===== src/rtl/bus_pkg.sv =====
// Shared serial-bus definitions used by the initiator and target ports.
package bus_pkg;

  localparam int BUS_ADDR_W = 16;
  localparam int BUS_DATA_W = 8;

  localparam logic MODE_ADDR = 1'b0;
  localparam logic MODE_DATA = 1'b1;

  typedef enum logic [3:0] {
    IDLE,
    ADDR,
    WDATA,
    WR_REQ,
    RD_REQ,
    RD_WAIT,
    SPLIT,
    RD_OUT,
    ACK
  } target_state_e;

endpackage


===== src/rtl/serial_tx.sv =====
// 8-bit parallel-in serial-out shifter, LSB first; valid stays high for exactly WIDTH bits.
module serial_tx
  import bus_pkg::*;
#(
  parameter int WIDTH = BUS_DATA_W
) (
  input  logic             clk,
  input  logic             rst_n,
  input  logic             load,
  input  logic [WIDTH-1:0] load_data,
  input  logic             shift,
  output logic             data_out,
  output logic             valid
);

  localparam int CNT_W = (WIDTH < 2) ? 1 : $clog2(WIDTH);

  logic [WIDTH-1:0] shreg;
  logic [CNT_W-1:0] cnt;
  logic             active;

  always_ff @(posedge clk or negedge rst_n) begin
    if (!rst_n) begin
      shreg  <= '0;
      cnt    <= '0;
      active <= 1'b0;
    end else if (load) begin
      shreg  <= load_data;
      cnt    <= '0;
      active <= 1'b1;
    end else if (shift && active) begin
      shreg <= shreg >> 1;
      cnt   <= cnt + 1'b1;
      if (cnt == CNT_W'(WIDTH - 1)) active <= 1'b0;
    end
  end

  // Gate the data bit so the line idles low between bursts.
  assign data_out = active & shreg[0];
  assign valid    = active;

endmodule


===== src/rtl/target_port.sv =====
// Serial-bus target endpoint: deserialises address/write data, issues single-beat
// memory accesses and serialises read data back, splitting slow reads.
module target_port
  import bus_pkg::*;
#(
  parameter int MEM_ADDR_WIDTH  = 12,
  parameter bit SPLIT_EN        = 1'b1,
  parameter int SPLIT_THRESHOLD = 4
) (
  input  logic                      clk,
  input  logic                      rst_n,
  input  logic                      bus_sel,
  input  logic                      bus_data_in,
  input  logic                      bus_data_in_valid,
  input  logic                      bus_mode,
  input  logic                      bus_rw,
  output logic                      bus_data_out,
  output logic                      bus_data_out_valid,
  output logic                      target_ack,
  output logic                      target_split,
  output logic                      split_req,
  input  logic                      split_grant,
  output logic [MEM_ADDR_WIDTH-1:0] mem_addr,
  output logic [BUS_DATA_W-1:0]     mem_wdata,
  output logic                      mem_wen,
  output logic                      mem_ren,
  input  logic                      mem_ready,
  input  logic [BUS_DATA_W-1:0]     mem_rdata,
  input  logic                      mem_rvalid
);

  localparam int WAIT_W = (SPLIT_THRESHOLD < 2) ? 1 : $clog2(SPLIT_THRESHOLD);

  target_state_e state, state_nxt;

  logic [4:0]                bit_cnt;
  logic [WAIT_W-1:0]         wait_cnt;
  logic [MEM_ADDR_WIDTH-1:0] addr_q;
  logic [BUS_DATA_W-1:0]     wdata_q;
  logic [BUS_DATA_W-1:0]     rdata_q;
  logic                      have_data;
  logic                      split_q;

  logic                  addr_bit_en;
  logic                  wdata_bit_en;
  logic                  rdata_cap;
  logic                  wait_inc;
  logic                  split_set;
  logic                  tx_load;
  logic [BUS_DATA_W-1:0] tx_load_data;
  logic                  wait_hit;
  logic [3:0]            addr_idx;

  assign wait_hit = (wait_cnt == WAIT_W'(SPLIT_THRESHOLD - 1));
  // Bit 0 is taken in IDLE, so the ADDR counter runs one behind the address index.
  assign addr_idx = (state == ADDR) ? (bit_cnt[3:0] + 4'd1) : 4'd0;

  always_ff @(posedge clk or negedge rst_n) begin
    if (!rst_n) state <= IDLE;
    else        state <= state_nxt;
  end

  always_comb begin
    state_nxt    = state;
    addr_bit_en  = 1'b0;
    wdata_bit_en = 1'b0;
    rdata_cap    = 1'b0;
    wait_inc     = 1'b0;
    split_set    = 1'b0;
    tx_load      = 1'b0;
    tx_load_data = rdata_q;
    case (state)
      IDLE: begin
        if (bus_sel && bus_data_in_valid && (bus_mode == MODE_ADDR)) begin
          addr_bit_en = 1'b1;
          state_nxt   = ADDR;
        end
      end
      ADDR: begin
        if (!bus_sel) begin
          state_nxt = IDLE;
        end else if (bus_data_in_valid) begin
          if (bus_mode != MODE_ADDR) begin
            state_nxt = IDLE;
          end else begin
            addr_bit_en = 1'b1;
            if (bit_cnt == 5'(BUS_ADDR_W - 2)) state_nxt = bus_rw ? WDATA : RD_REQ;
          end
        end
      end
      WDATA: begin
        if (!bus_sel) begin
          state_nxt = IDLE;
        end else if (bus_data_in_valid) begin
          if (bus_mode != MODE_DATA) begin
            state_nxt = IDLE;
          end else begin
            wdata_bit_en = 1'b1;
            if (bit_cnt == 5'(BUS_DATA_W - 1)) state_nxt = WR_REQ;
          end
        end
      end
      WR_REQ: begin
        if (mem_ready) state_nxt = ACK;
      end
      RD_REQ: begin
        if (mem_ready) state_nxt = RD_WAIT;
      end
      RD_WAIT: begin
        // Data arriving on the threshold cycle takes priority over splitting.
        if (mem_rvalid) begin
          rdata_cap    = 1'b1;
          tx_load      = 1'b1;
          tx_load_data = mem_rdata;
          state_nxt    = RD_OUT;
        end else if (SPLIT_EN && wait_hit) begin
          split_set = 1'b1;
          state_nxt = SPLIT;
        end else begin
          wait_inc = 1'b1;
        end
      end
      SPLIT: begin
        if (mem_rvalid && !have_data) rdata_cap = 1'b1;
        if ((have_data || mem_rvalid) && split_grant) begin
          tx_load      = 1'b1;
          tx_load_data = have_data ? rdata_q : mem_rdata;
          state_nxt    = RD_OUT;
        end
      end
      RD_OUT: begin
        if (bit_cnt == 5'(BUS_DATA_W - 1)) state_nxt = ACK;
      end
      ACK: begin
        state_nxt = IDLE;
      end
      default: begin
        state_nxt = IDLE;
      end
    endcase
  end

  always_ff @(posedge clk or negedge rst_n) begin
    if (!rst_n) begin
      bit_cnt   <= '0;
      wait_cnt  <= '0;
      addr_q    <= '0;
      wdata_q   <= '0;
      rdata_q   <= '0;
      have_data <= 1'b0;
      split_q   <= 1'b0;
    end else begin
      if (state_nxt != state)
        bit_cnt <= '0;
      else if (addr_bit_en || wdata_bit_en || (state == RD_OUT))
        bit_cnt <= bit_cnt + 5'd1;

      if (state != RD_WAIT) wait_cnt <= '0;
      else if (wait_inc)    wait_cnt <= wait_cnt + 1'b1;

      // Only the locally decoded address bits are kept; upper bits are routed externally.
      if (addr_bit_en) begin
        for (int i = 0; i < MEM_ADDR_WIDTH; i++) begin
          if (addr_idx == 4'(i)) addr_q[i] <= bus_data_in;
        end
      end

      if (wdata_bit_en) wdata_q[bit_cnt[2:0]] <= bus_data_in;
      if (rdata_cap)    rdata_q <= mem_rdata;

      have_data <= (state_nxt == SPLIT) && (have_data || rdata_cap);
      split_q   <= split_set;
    end
  end

  serial_tx #(
    .WIDTH(BUS_DATA_W)
  ) u_serial_tx (
    .clk      (clk),
    .rst_n    (rst_n),
    .load     (tx_load),
    .load_data(tx_load_data),
    .shift    (state == RD_OUT),
    .data_out (bus_data_out),
    .valid    (bus_data_out_valid)
  );

  assign mem_addr     = addr_q;
  assign mem_wdata    = wdata_q;
  assign mem_wen      = (state == WR_REQ);
  assign mem_ren      = (state == RD_REQ);
  assign target_ack   = (state == ACK);
  assign target_split = split_q;
  assign split_req    = (state == SPLIT);

endmodule


===== config.mk =====
export PLATFORM = sky130hd
export DESIGN_NAME = target_port
export DESIGN_NICKNAME = d
export VERILOG_FILES = /design/src/rtl/bus_pkg.sv /design/src/rtl/serial_tx.sv /design/src/rtl/target_port.sv
export SDC_FILE = /design/constraint.sdc
export NUM_CORES = 1
export LEC_CHECK = 0
export CORE_MARGIN = 8
export CORE_UTILIZATION = 48
export CTS_CLUSTER_SIZE = 28
export DETAILED_ROUTE_END_ITERATION = 7
export PLACE_DENSITY = 0.73
export SLEW_MARGIN = 20
export SYNTH_ARGS = -nofsm -noshare
export SYNTH_HDL_FRONTEND = slang
export SYNTH_SLANG_ARGS = --single-unit
export TNS_END_PERCENT = 10

===== constraint.sdc =====
create_clock -name clk -period 4.1 [get_ports clk]
set_input_delay 1.025 -clock clk [delete_from_list [all_inputs] [get_ports clk]]
set_output_delay 1.025 -clock clk [all_outputs]
set_load 0.03 [all_outputs]

==> run_summary.xml, run 1 <==
<?xml version="1.0" encoding="UTF-8"?>
<metrics>
  <group name="global_route">
    <metric name="number_of_antenna_violations_at_the_first_check_in_global_routing" unit="">0</metric>
    <metric name="global_route_wire_length_before_repair" unit="mm">10.69</metric>
    <metric name="maximum_number_of_pins_on_one_net_before_global_route_repair" unit="">39</metric>
    <metric name="gr-total-overflow" unit="">0</metric>
    <metric name="gr-usage-all-layers" unit="%">14.52</metric>
    <metric name="first_global_vias" unit="">2234</metric>
  </group>
  <group name="synthesis">
    <metric name="flip_flop_and_latch_count_after_synthesis" unit="">53</metric>
    <metric name="netlist_area" unit="um^2">3083</metric>
    <metric name="synth-compound-area-share" unit="%">9.416</metric>
    <metric name="synthFlopType" unit="">sky130_fd_sc_hd__dfrtp_1</metric>
    <metric name="syn_avg_cell_area" unit="um^2">10.70</metric>
    <metric name="synth-xor-area-share" unit="%">1.989</metric>
    <metric name="postSynthCellCount" unit="">288</metric>
    <metric name="ys.warnings.count" unit="">0</metric>
    <metric name="post_synth_and_or_nand_nor_area_fraction" unit="%">23.38</metric>
    <metric name="synth_top_cells_by_area" unit="">sky130_fd_sc_hd__dfrtp_1 (43%), sky130_fd_sc_hd__mux2_1 (11%), sky130_fd_sc_hd__nand2_1 (3.3%), sky130_fd_sc_hd__mux2i_1 (2.9%), sky130_fd_sc_hd__nor2_1 (2.2%)</metric>
    <metric name="number_of_enable_type_register_cells_in_the_synthesized_netlist" unit="">0</metric>
    <metric name="seq_area_frac_synth" unit="%">43.02</metric>
    <metric name="synthDominantAreaCellType" unit="">sky130_fd_sc_hd__dfrtp_1</metric>
    <metric name="asyncSetResetFlopFracSynth" unit="%">100.0</metric>
    <metric name="synth_nets" unit="">311</metric>
    <metric name="yosys.area_share.adder" unit="%">2.029</metric>
    <metric name="yosys.cell_types.count" unit="">65</metric>
    <metric name="synth.mux.area_fraction" unit="%">15.83</metric>
    <metric name="yosysTopAreaCellShare" unit="%">43.02</metric>
    <metric name="combinational_family_with_the_most_area_after_synthesis" unit="">simple AND/OR/NAND/NOR gates</metric>
  </group>
  <group name="detailed_routing">
    <metric name="drcViolationCount" unit="">0</metric>
    <metric name="totalWireLength" unit="mm">6.295</metric>
    <metric name="dr_total_vias" unit="">2233</metric>
    <metric name="first_pass_iteration_count_of_the_detailed_router" unit="">4</metric>
    <metric name="routed_via_density" unit="">5.569</metric>
    <metric name="drt_iter0_drc" unit="">93</metric>
    <metric name="postRouteAntennaNets" unit="">0</metric>
    <metric name="wl_per_cell" unit="um">15.70</metric>
  </group>
  <group name="timing">
    <metric name="totalNegativeSetupSlack" unit="ps">0</metric>
    <metric name="slew-limit-headroom" unit="%">43.35</metric>
    <metric name="final_min_period_over_clock_period" unit="%">79.60</metric>
    <metric name="skew" unit="ps">10.10</metric>
    <metric name="hold_viol" unit="">0</metric>
    <metric name="rsz0062_at_grt" unit="">false</metric>
    <metric name="tightestPinTransition" unit="ps">849.8</metric>
    <metric name="final-max-slew-violation-count" unit="">0</metric>
    <metric name="setup_violations" unit="">0</metric>
    <metric name="timing.fmax" unit="MHz">306.4</metric>
    <metric name="period_needed" unit="ps">3264</metric>
  </group>
  <group name="floorplanning">
    <metric name="initial_utilization" unit="%">49.11</metric>
    <metric name="die_area" unit="um^2">9243</metric>
    <metric name="placeableCoreArea" unit="um^2">6277</metric>
    <metric name="chipWidth" unit="um">96.14</metric>
    <metric name="die_height" unit="um">96.14</metric>
    <metric name="floorplan.io_pins" unit="">45</metric>
    <metric name="fp-row-count" unit="">29</metric>
  </group>
  <group name="clocking">
    <metric name="clock-root-buffer" unit="">sky130_fd_sc_hd__clkbuf_8</metric>
    <metric name="cts_hold_buf" unit="">0</metric>
    <metric name="ctsHtreeMaxLevel" unit="">2</metric>
    <metric name="numCtsBuffers" unit="">5</metric>
    <metric name="clk_transition_reported_paths" unit="ps">110</metric>
    <metric name="cts_setup_buffers" unit="">0</metric>
    <metric name="clock_tree_from_tritoncts" unit="">done</metric>
    <metric name="insertion_delay" unit="ps">310</metric>
    <metric name="cts_sinks" unit="">53</metric>
    <metric name="ctsLongestPathBuffers" unit="">2</metric>
    <metric name="cts.repair.resized" unit="">0</metric>
  </group>
  <group name="worst_setup_path">
    <metric name="critical_path_arrival" unit="ps">2240</metric>
    <metric name="reg2reg_path_depth" unit="">6</metric>
    <metric name="kind_of_end_point_of_the_critical_path" unit="">output port</metric>
    <metric name="worst-path-max-fanout" unit="">15</metric>
    <metric name="critPathLaunchType" unit="">flip-flop</metric>
    <metric name="cp_data_required_time" unit="ps">3070</metric>
    <metric name="timing_worst_setup_path_type" unit="">reg2out</metric>
  </group>
  <group name="place">
    <metric name="port_buffers" unit="">44</metric>
    <metric name="gp_congestion" unit="">0.8392</metric>
    <metric name="placed_cells" unit="">393</metric>
    <metric name="hpwl" unit="mm">4.673</metric>
  </group>
  <group name="finish">
    <metric name="total_nets_final" unit="">346</metric>
    <metric name="layout.cells.most_common" unit="">sky130_fd_sc_hd__dfrtp_1</metric>
    <metric name="post_layout_nonfiller_instances" unit="">401</metric>
    <metric name="antenna-diode-count" unit="">0</metric>
    <metric name="flow.area_growth_from_synthesis" unit="%">17.21</metric>
    <metric name="drive_gt1_share" unit="%">12.04</metric>
    <metric name="fillCellCount" unit="">549</metric>
    <metric name="final_core_util" unit="%">57.56</metric>
    <metric name="final_cell_mix" unit="">sky130_fd_sc_hd__dfrtp_1 (53), sky130_fd_sc_hd__clkdlybuf4s50_1 (43), sky130_fd_sc_hd__mux2_1 (30)</metric>
  </group>
  <group name="worst_hold_path">
    <metric name="worstHoldPathType" unit="">reg2reg</metric>
    <metric name="hold_path_depth" unit="">1</metric>
  </group>
  <group name="status">
    <metric name="outcome" unit="">finished, final reports clean</metric>
  </group>
  <group name="pwr">
    <metric name="post-layout-total-power" unit="mW">1.763</metric>
    <metric name="vdd_drop_max" unit="uV">282.3</metric>
    <metric name="power_leakage" unit="nW">1.579</metric>
    <metric name="power_density" unit="nW/um^2">487.8</metric>
  </group>
  <group name="run">
    <metric name="max_cap_viols" unit="">0</metric>
  </group>
</metrics>
kinds of logic (layout without fill, tap and decap cells):
| logic type | Yosys count | count (layout) |
|---|---|---|
| DFF | 53 | 53 |
| xor gates and xnor gates | 7 | 7 |
| and+or+nand+nor | 115 | 115 |
| AOI/OAI and AO/OA | 39 | 39 |
| muxes | 44 | 44 |
| buffers and inverters | 25 | 61 |
| adders and majority gates | 5 | 5 |
Yosys cell counts, drive strengths merged, types with 2 or more instances:
| library cell | number |
|---|---|
| a211oi | 3 |
| a21oi | 10 |
| a22o | 2 |
| a31o | 2 |
| a31oi | 2 |
| and2 | 3 |
| and3 | 2 |
| and3b | 2 |
| and4bb | 3 |
| buf | 11 |
| clkbuf | 6 |
| dfrtp | 53 |
| ha | 5 |
| inv | 8 |
| mux2 | 35 |
| mux2i | 9 |
| nand2 | 28 |
| nand2b | 8 |
| nand3 | 13 |
| nand3b | 4 |
| nand4b | 2 |
| nor2 | 19 |
| nor3 | 6 |
| nor3b | 3 |
| nor4 | 9 |
| nor4b | 2 |
| o21ai | 11 |
| or3 | 3 |
| xnor2 | 6 |
flip-flops by register name (all words and copies together), names as in the netlist, 2 cells and up:
name / cells
u_serial_tx.shreg: 8
u_serial_tx.cnt: 3
state: 4
mem_addr: 12
bit_cnt: 5
wait_cnt: 2
rdata_q: 8
mem_wdata: 8
final timing paths:
check / start / end / slack (ps)
hold / removal: mem_addr[7]$_DFFE_PN0P_ / mem_addr[7]$_DFFE_PN0P_ / 500
setup / recovery: state[2]$_DFF_PN0_ / mem_ren / 840
max in group asynchronous: rst_n / u_serial_tx.cnt[0]$_DFFE_PN0P_ / 2560
setup reg to reg: bit_cnt[0]$_DFFE_PN0P_ / mem_addr[4]$_DFFE_PN0P_ / 1670
hold reg to reg: mem_addr[7]$_DFFE_PN0P_ / mem_addr[7]$_DFFE_PN0P_ / 500
min in group asynchronous: rst_n / mem_wdata[7]$_DFFE_PN0P_ / 820
final cells by class:
class / count / area, um^2 / share of cell area, %
clock inverters: 3 / 26.28 / 0.7271
well taps: 77 / 96.34 / 2.666
multi-input cells: 210 / 1623 / 44.91
flip-flops and latches: 53 / 1326 / 36.70
repair buffers: 45 / 442.9 / 12.26
clock buffers: 5 / 68.82 / 1.904
inverters: 8 / 30.03 / 0.8310
metrics by stage:
step	area [um^2]	setup slack [ps]	hold slack [ps]
6_report	3613	836.3	497.8
5_1_grt	3613	710.7	511.7
4_1_cts	3613	824.8	503.7
3_5_place_dp	3518	1056	479.9
3_3_place_gp	3518	1066	467.9
2_1_floorplan	3083	1673	461.4
layer usage:
layer,vias up,part of all wire [%],GRT usage (%)
met4,0,0.51,3.457
li1,1108,-,-
met5,-,0,0
met1,1091,46,19.55
met2,30,50,23.50
met3,4,3.1,2.730
power by group:
| group | switching [mW] | internal, mW | total [mW] |
|---|---|---|---|
| Combinational | 0.357 | 0.312 | 0.669 |
| Sequential | 0.132 | 0.645 | 0.776 |
| Clock | 0.190 | 0.127 | 0.317 |
critical path, cell delays in order, from the launching register on:
cell	delay [ps]
sky130_fd_sc_hd__dfrtp_1	670
sky130_fd_sc_hd__or3b_1	440
sky130_fd_sc_hd__nor2_1	120
sky130_fd_sc_hd__clkdlybuf4s50_1	690
No activity file was read; power rests on OpenSTA's default activity.
==> run 2: changes to the inputs <==
clock period = 3.3 ns   (was 4.1 ns; I/O delays follow)
==> run 2 against run 1 <==
Global-route usage barely moved. Flip-flop and latch count did not move. Register-to-register slack lost 820 ps. Clock-buffer cell count is the same. Combinational power up 30%. Sequential share of layout area decreased by 0.15 points. Clock power increased by 25%. Power is 25% higher. Final cell count up 0.50%. Critical endpoint unchanged. Largest cell class unchanged.
==> run_summary.xml, run 2 (synthesis results as in run 1) <==
<?xml version="1.0" encoding="UTF-8"?>
<metrics>
  <group name="global_route">
    <metric name="global_route_wire_length_before_repair" unit="mm">10.70</metric>
    <metric name="first_global_vias" unit="">2245</metric>
    <metric name="maximum_number_of_pins_on_one_net_before_global_route_repair" unit="">54</metric>
    <metric name="number_of_antenna_violations_at_the_first_check_in_global_routing" unit="">0</metric>
    <metric name="gr-usage-all-layers" unit="%">14.54</metric>
    <metric name="gr-total-overflow" unit="">0</metric>
  </group>
  <group name="finish">
    <metric name="flow.area_growth_from_synthesis" unit="%">17.69</metric>
    <metric name="sequential_cell_area" unit="um^2">1326</metric>
    <metric name="fillCellCount" unit="">551</metric>
    <metric name="multi_input_gate_area" unit="um^2">1623</metric>
    <metric name="post_route_cell_area" unit="um^2">3628</metric>
    <metric name="largest_register_ff_count" unit="">12</metric>
    <metric name="drive_gt1_share" unit="%">12.58</metric>
    <metric name="final_cell_mix" unit="">sky130_fd_sc_hd__dfrtp_1 (53), sky130_fd_sc_hd__clkdlybuf4s50_1 (43), sky130_fd_sc_hd__mux2_1 (30)</metric>
    <metric name="antenna-diode-count" unit="">0</metric>
    <metric name="total_nets_final" unit="">348</metric>
    <metric name="final_core_util" unit="%">57.80</metric>
    <metric name="layout.cells.most_common" unit="">sky130_fd_sc_hd__dfrtp_1</metric>
  </group>
  <group name="run">
    <metric name="max_cap_viols" unit="">0</metric>
  </group>
  <group name="clocking">
    <metric name="clock-root-buffer" unit="">sky130_fd_sc_hd__clkbuf_8</metric>
    <metric name="cts_sinks" unit="">53</metric>
    <metric name="cts_setup_buffers" unit="">0</metric>
    <metric name="cts.repair.resized" unit="">0</metric>
    <metric name="cts_hold_buf" unit="">0</metric>
    <metric name="insertion_delay" unit="ps">320</metric>
    <metric name="clk_transition_reported_paths" unit="ps">100</metric>
    <metric name="ctsLongestPathBuffers" unit="">2</metric>
    <metric name="clock_tree_from_tritoncts" unit="">done</metric>
    <metric name="numCtsBuffers" unit="">5</metric>
    <metric name="ctsHtreeMaxLevel" unit="">2</metric>
  </group>
  <group name="floorplanning">
    <metric name="placeableCoreArea" unit="um^2">6277</metric>
    <metric name="fp-row-count" unit="">29</metric>
    <metric name="die_height" unit="um">96.14</metric>
    <metric name="initial_utilization" unit="%">49.11</metric>
    <metric name="die_area" unit="um^2">9243</metric>
    <metric name="chipWidth" unit="um">96.14</metric>
    <metric name="floorplan.io_pins" unit="">45</metric>
  </group>
  <group name="detailed_routing">
    <metric name="first_pass_iteration_count_of_the_detailed_router" unit="">4</metric>
    <metric name="postRouteAntennaNets" unit="">0</metric>
    <metric name="wl_per_cell" unit="um">15.73</metric>
    <metric name="drcViolationCount" unit="">0</metric>
    <metric name="routed_via_density" unit="">5.645</metric>
    <metric name="drt_iter0_drc" unit="">90</metric>
    <metric name="dr_total_vias" unit="">2275</metric>
    <metric name="totalWireLength" unit="mm">6.338</metric>
  </group>
  <group name="pwr">
    <metric name="power_leakage" unit="nW">1.588</metric>
    <metric name="vdd_drop_max" unit="uV">421.7</metric>
    <metric name="power_density" unit="nW/um^2">609.0</metric>
  </group>
  <group name="timing">
    <metric name="final_min_period_over_clock_period" unit="%">91.42</metric>
    <metric name="setup_violations" unit="">0</metric>
    <metric name="slew-limit-headroom" unit="%">54.84</metric>
    <metric name="hold_viol" unit="">0</metric>
    <metric name="skew" unit="ps">7.472</metric>
    <metric name="period_needed" unit="ps">3017</metric>
    <metric name="totalNegativeSetupSlack" unit="ps">0</metric>
    <metric name="tightestPinTransition" unit="ps">677.3</metric>
    <metric name="final-max-slew-violation-count" unit="">0</metric>
    <metric name="rsz0062_at_grt" unit="">false</metric>
    <metric name="timing.fmax" unit="MHz">331.5</metric>
    <metric name="hold-worst-slack" unit="ps">499.4</metric>
  </group>
  <group name="worst_setup_path">
    <metric name="critPathLaunchType" unit="">flip-flop</metric>
    <metric name="cp_data_required_time" unit="ps">2470</metric>
    <metric name="kind_of_end_point_of_the_critical_path" unit="">output port</metric>
    <metric name="worst-path-max-fanout" unit="">16</metric>
    <metric name="timing_worst_setup_path_type" unit="">reg2out</metric>
    <metric name="worst-r2r-setup-slack" unit="ps">850</metric>
    <metric name="critical_path_arrival" unit="ps">2190</metric>
  </group>
  <group name="status">
    <metric name="outcome" unit="">finished, final reports clean</metric>
  </group>
  <group name="place">
    <metric name="port_buffers" unit="">44</metric>
    <metric name="hpwl" unit="mm">4.670</metric>
    <metric name="gp_congestion" unit="">0.8386</metric>
    <metric name="postPlaceCellArea" unit="um^2">3533</metric>
  </group>
  <group name="worst_hold_path">
    <metric name="worstHoldPathType" unit="">reg2reg</metric>
  </group>
</metrics>
==> run 2: metal layers <==
metal	up-vias	GRT usage [%]	wire length [um]
li1	1104	-	-
met1	1125	18.94	2924
met2	37	23.10	3053
met3	9	3.276	265
met4	0	5.250	95
met5	-	0	0
==> run 2: through the flow <==
stage	std cells	setup slack (ps)	power [mW]
3_3_place_gp	395	474.5	1.804
6_report	403	283.3	2.210
5_1_grt	403	160.0	2.366
2_1_floorplan	288	1073	1.597
4_1_cts	403	262.9	2.231
3_5_place_dp	395	410.9	1.829
==> run 2: final cells by class <==
cell class                      count  share of cell area [%]
Clock buffer                        5                   1.897
Clock inverter                      3                  0.7241
Inverter                            8                  0.8276
Multi-Input combinational cell    210                   44.72
Sequential cell                    53                   36.55
Tap cell                           77                   2.655
Timing Repair Buffer               47                   12.62
==> run 2: worst paths after layout <==
check	end	depth (start not counted)	start
max	mem_ren	3	state[1]$_DFF_PN0_
min	mem_wdata[1]$_DFFE_PN0P_	1	mem_wdata[1]$_DFFE_PN0P_
max reg2reg	bit_cnt[0]$_DFFE_PN0P_	6	bit_cnt[0]$_DFFE_PN0P_
min reg2reg	mem_wdata[1]$_DFFE_PN0P_	1	mem_wdata[1]$_DFFE_PN0P_
max in group asynchronous	bit_cnt[1]$_DFFE_PN0P_	2	rst_n
min in group asynchronous	mem_wdata[2]$_DFFE_PN0P_	2	rst_n
==> run 2: power breakdown <==
group	total, mW	internal [mW]	switching (mW)
combinational	0.873	0.399	0.473
clock	0.397	0.158	0.239
sequential	0.940	0.801	0.139
total	2.21	1.36	0.851
==> run 2: critical path, cell delays in order (launching register included) <==
cell and delay [ps]:
sky130_fd_sc_hd__dfrtp_1 590, sky130_fd_sc_hd__or3b_1 480, sky130_fd_sc_hd__nor2_1 120, sky130_fd_sc_hd__clkdlybuf4s50_1 690
==> run 3: changes to the inputs <==
ABC_AREA = 1   (was default)
CELL_PAD_IN_SITES_DETAIL_PLACEMENT = 0   (was default)
CELL_PAD_IN_SITES_GLOBAL_PLACEMENT = 2   (was default)
CORE_UTILIZATION = 31   (was 48)
PLACE_DENSITY = 0.8   (was 0.73)
==> run 3 against run 2 <==
Hold slack lost 11 ps. Maximum frequency is 9.9% higher. Final cell count rose by 32%. Non-clock buffer count is 1 lower. First-iteration DRC count rose by 20%. Critical endpoint is now target_ack.
==> run_summary.xml, run 3 <==
<?xml version="1.0" encoding="UTF-8"?>
<metrics>
  <group name="floorplanning">
    <metric name="die_area" unit="um^2">12820</metric>
    <metric name="placeableCoreArea" unit="um^2">9196</metric>
    <metric name="initial_utilization" unit="%">31.86</metric>
    <metric name="fp-row-count" unit="">35</metric>
    <metric name="chipWidth" unit="um">113.2</metric>
    <metric name="die_height" unit="um">113.2</metric>
    <metric name="floorplan.io_pins" unit="">45</metric>
  </group>
  <group name="synthesis">
    <metric name="asyncSetResetFlopFracSynth" unit="%">100.0</metric>
    <metric name="number_of_enable_type_register_cells_in_the_synthesized_netlist" unit="">0</metric>
    <metric name="yosys.cell_types.count" unit="">36</metric>
    <metric name="postSynthCellCount" unit="">372</metric>
    <metric name="yosysTopAreaCellShare" unit="%">45.26</metric>
    <metric name="synthDominantAreaCellType" unit="">sky130_fd_sc_hd__dfrtp_1</metric>
    <metric name="ys.warnings.count" unit="">0</metric>
    <metric name="seq_area_frac_synth" unit="%">45.26</metric>
    <metric name="synth_nets" unit="">395</metric>
    <metric name="synthFlopType" unit="">sky130_fd_sc_hd__dfrtp_1</metric>
    <metric name="flip_flop_and_latch_count_after_synthesis" unit="">53</metric>
    <metric name="yosys.cell_count.top_type" unit="">sky130_fd_sc_hd__nand2_1</metric>
    <metric name="most_used_standard_cells_in_the_synthesized_netlist" unit="">sky130_fd_sc_hd__nand2_1 (72), sky130_fd_sc_hd__dfrtp_1 (53), sky130_fd_sc_hd__inv_1 (50), sky130_fd_sc_hd__nand3_1 (35), sky130_fd_sc_hd__nor2_1 (33)</metric>
    <metric name="synth_top_cells_by_area" unit="">sky130_fd_sc_hd__dfrtp_1 (45%), sky130_fd_sc_hd__nand2_1 (9.2%), sky130_fd_sc_hd__inv_1 (6.4%), sky130_fd_sc_hd__nand3_1 (6.0%), sky130_fd_sc_hd__nor2_1 (4.2%)</metric>
    <metric name="syn_avg_cell_area" unit="um^2">7.877</metric>
    <metric name="netlist_area" unit="um^2">2930</metric>
  </group>
  <group name="detailed_routing">
    <metric name="first_pass_iteration_count_of_the_detailed_router" unit="">5</metric>
    <metric name="postRouteAntennaNets" unit="">0</metric>
    <metric name="dr_total_vias" unit="">2470</metric>
    <metric name="totalWireLength" unit="mm">6.849</metric>
    <metric name="routed_via_density" unit="">4.652</metric>
    <metric name="drcViolationCount" unit="">0</metric>
    <metric name="drt-met1-wl" unit="mm">3.430</metric>
    <metric name="wl_per_cell" unit="um">12.90</metric>
    <metric name="route.met2.wl" unit="mm">2.977</metric>
    <metric name="drt_iter0_drc" unit="">108</metric>
    <metric name="met3_length" unit="um">376</metric>
    <metric name="highest-signal-layer" unit="">met4</metric>
  </group>
  <group name="place">
    <metric name="hpwl" unit="mm">5.332</metric>
    <metric name="port_buffers" unit="">44</metric>
    <metric name="gp_congestion" unit="">0.8055</metric>
  </group>
  <group name="global_route">
    <metric name="maximum_number_of_pins_on_one_net_before_global_route_repair" unit="">35</metric>
    <metric name="number_of_antenna_violations_at_the_first_check_in_global_routing" unit="">0</metric>
    <metric name="gr-total-overflow" unit="">0</metric>
    <metric name="first_global_vias" unit="">2517</metric>
    <metric name="global_route_wire_length_before_repair" unit="mm">12.22</metric>
    <metric name="gr-usage-all-layers" unit="%">11.55</metric>
  </group>
  <group name="worst_hold_path">
    <metric name="worstHoldPathType" unit="">in2async</metric>
  </group>
  <group name="clocking">
    <metric name="ctsLongestPathBuffers" unit="">2</metric>
    <metric name="insertion_delay" unit="ps">300</metric>
    <metric name="ctsHtreeMaxLevel" unit="">2</metric>
    <metric name="clk_transition_reported_paths" unit="ps">100</metric>
    <metric name="cts_setup_buffers" unit="">0</metric>
    <metric name="clock-root-buffer" unit="">sky130_fd_sc_hd__clkbuf_8</metric>
    <metric name="numCtsBuffers" unit="">5</metric>
    <metric name="cts_sinks" unit="">53</metric>
    <metric name="clock_tree_from_tritoncts" unit="">done</metric>
    <metric name="cts_hold_buf" unit="">0</metric>
    <metric name="cts.repair.resized" unit="">0</metric>
  </group>
  <group name="worst_setup_path">
    <metric name="worst-path-max-fanout" unit="">5</metric>
    <metric name="cp_data_required_time" unit="ps">2470</metric>
    <metric name="critPathLaunchType" unit="">flip-flop</metric>
    <metric name="kind_of_end_point_of_the_critical_path" unit="">output port</metric>
    <metric name="critical_path.slowest_cell" unit="">sky130_fd_sc_hd__clkdlybuf4s50_1</metric>
    <metric name="critical_path.max_stage_delay" unit="ps">730</metric>
    <metric name="timing.critical_path.cells" unit="">inv_2 -&gt; nand2_1 -&gt; nor3_1 -&gt; clkdlybuf4s50_1</metric>
    <metric name="critical_path_arrival" unit="ps">1920</metric>
    <metric name="timing_worst_setup_path_type" unit="">reg2out</metric>
  </group>
  <group name="timing">
    <metric name="slew-limit-headroom" unit="%">60.42</metric>
    <metric name="setup_violations" unit="">0</metric>
    <metric name="timing.fmax" unit="MHz">364.3</metric>
    <metric name="skew" unit="ps">9.304</metric>
    <metric name="totalNegativeSetupSlack" unit="ps">0</metric>
    <metric name="tightestPinTransition" unit="ps">593.1</metric>
    <metric name="final-max-slew-violation-count" unit="">0</metric>
    <metric name="hold-worst-slack" unit="ps">488.5</metric>
    <metric name="hold_viol" unit="">0</metric>
    <metric name="rsz0062_at_grt" unit="">false</metric>
    <metric name="final_min_period_over_clock_period" unit="%">83.18</metric>
    <metric name="period_needed" unit="ps">2745</metric>
  </group>
  <group name="pwr">
    <metric name="power_density" unit="nW/um^2">364.6</metric>
    <metric name="p_switching" unit="mW">0.3373</metric>
    <metric name="power_leakage" unit="nW">1.829</metric>
    <metric name="p_int" unit="mW">0.9750</metric>
    <metric name="power_frac_seq" unit="%">51.9</metric>
    <metric name="switching_share" unit="%">25.71</metric>
    <metric name="vdd_drop_max" unit="uV">156.7</metric>
    <metric name="comb_power_share" unit="%">12.5</metric>
    <metric name="p_clk_share" unit="%">35.6</metric>
  </group>
  <group name="finish">
    <metric name="drive_gt1_share" unit="%">12.38</metric>
    <metric name="total_nets_final" unit="">442</metric>
    <metric name="flow.area_growth_from_synthesis" unit="%">22.84</metric>
    <metric name="antenna-diode-count" unit="">0</metric>
    <metric name="final_cell_mix" unit="">sky130_fd_sc_hd__nand2_1 (72), sky130_fd_sc_hd__dfrtp_1 (53), sky130_fd_sc_hd__inv_1 (50)</metric>
    <metric name="layout.cells.most_common" unit="">sky130_fd_sc_hd__nand2_1</metric>
    <metric name="largest_register_ff_count" unit="">12</metric>
  </group>
  <group name="status">
    <metric name="outcome" unit="">finished, final reports clean</metric>
  </group>
  <group name="run">
    <metric name="max_cap_viols" unit="">0</metric>
  </group>
</metrics>
[run 3: final timing paths]
| kind | start | end | slack, ps | depth (start not counted) |
|---|---|---|---|---|
| setup reg to reg | bit_cnt[0]$_DFFE_PN0P_ | have_data$_DFF_PN0_ | 1290 | 11 |
| max in group asynchronous | rst_n | u_serial_tx.shreg[7]$_DFFE_PN0P_ | 2420 | 2 |
| setup / recovery | state[1]$_DFF_PN0_ | target_ack | 550 | 4 |
| hold reg to reg | mem_addr[5]$_DFFE_PN0P_ | mem_addr[5]$_DFFE_PN0P_ | 490 | 2 |
| hold / removal | rst_n | mem_wdata[7]$_DFFE_PN0P_ | 490 | 2 |
| min in group clk | mem_addr[5]$_DFFE_PN0P_ | mem_addr[5]$_DFFE_PN0P_ | 490 | 2 |
[run 3: final cells by class]
type,instances,area (um^2)
Timing Repair Buffer,46,450.4
Multi-Input combinational cell,252,1339
Inverter,61,229.0
Tap cell,111,138.9
Fill cell,974,5597
Clock inverter,1,30.03
Clock buffer,7,86.33
Sequential cell,53,1326
[run 3: logic make-up after synthesis]
family          share of synthesized area [%]
simple gates                            29.80
buf+inv                                 9.052
compound gates                          12.08
flops                                   45.26
fa+ha+maj                               2.135
xor+xnor                               0.8968
mux                                    0.7685
[run 3: power groups by stage]
stage / clock network, mW / logic, mW / registers [mW]
3_3_place_gp: 0 / 0.167 / 0.695
3_5_place_dp: 0 / 0.168 / 0.694
5_1_grt: 0.511 / 0.185 / 0.684
4_1_cts: 0.482 / 0.169 / 0.681
2_1_floorplan: 0 / 0.0616 / 0.715
6_report: 0.467 / 0.164 / 0.681
[run 3: metal layers]
metal | global-route usage, % | up-vias
met5 | 0 | -
met4 | 2.398 | 0
met3 | 3.088 | 6
met2 | 18.57 | 53
met1 | 15.17 | 1119
li1 | - | 1292
[run 3: worst max-delay path, delay by kind of cell (launching register included)]
family / cells / cell delay, ps
and+or+nand+nor: 2 / 290
DFF: 1 / 470
buffers and inverters: 2 / 860
[run 3: metrics by stage]
| stage | total power, mW | utilization [%] | worst slack [ps] | cells | instance area [um^2] |
|---|---|---|---|---|---|
| finish | 1.312 | 39.14 | 555.0 | 531 | 3600 |
| global route | 1.380 | 39.14 | 469.8 | 531 | 3600 |
| CTS | 1.332 | 39.14 | 515.3 | 531 | 3600 |
| detailed placement | 0.8624 | 37.88 | 736.0 | 523 | 3483 |
| global placement | 0.8621 | 37.88 | 756.6 | 523 | 3483 |
| floorplan | 0.7765 | - | 1212 | 372 | 2930 |
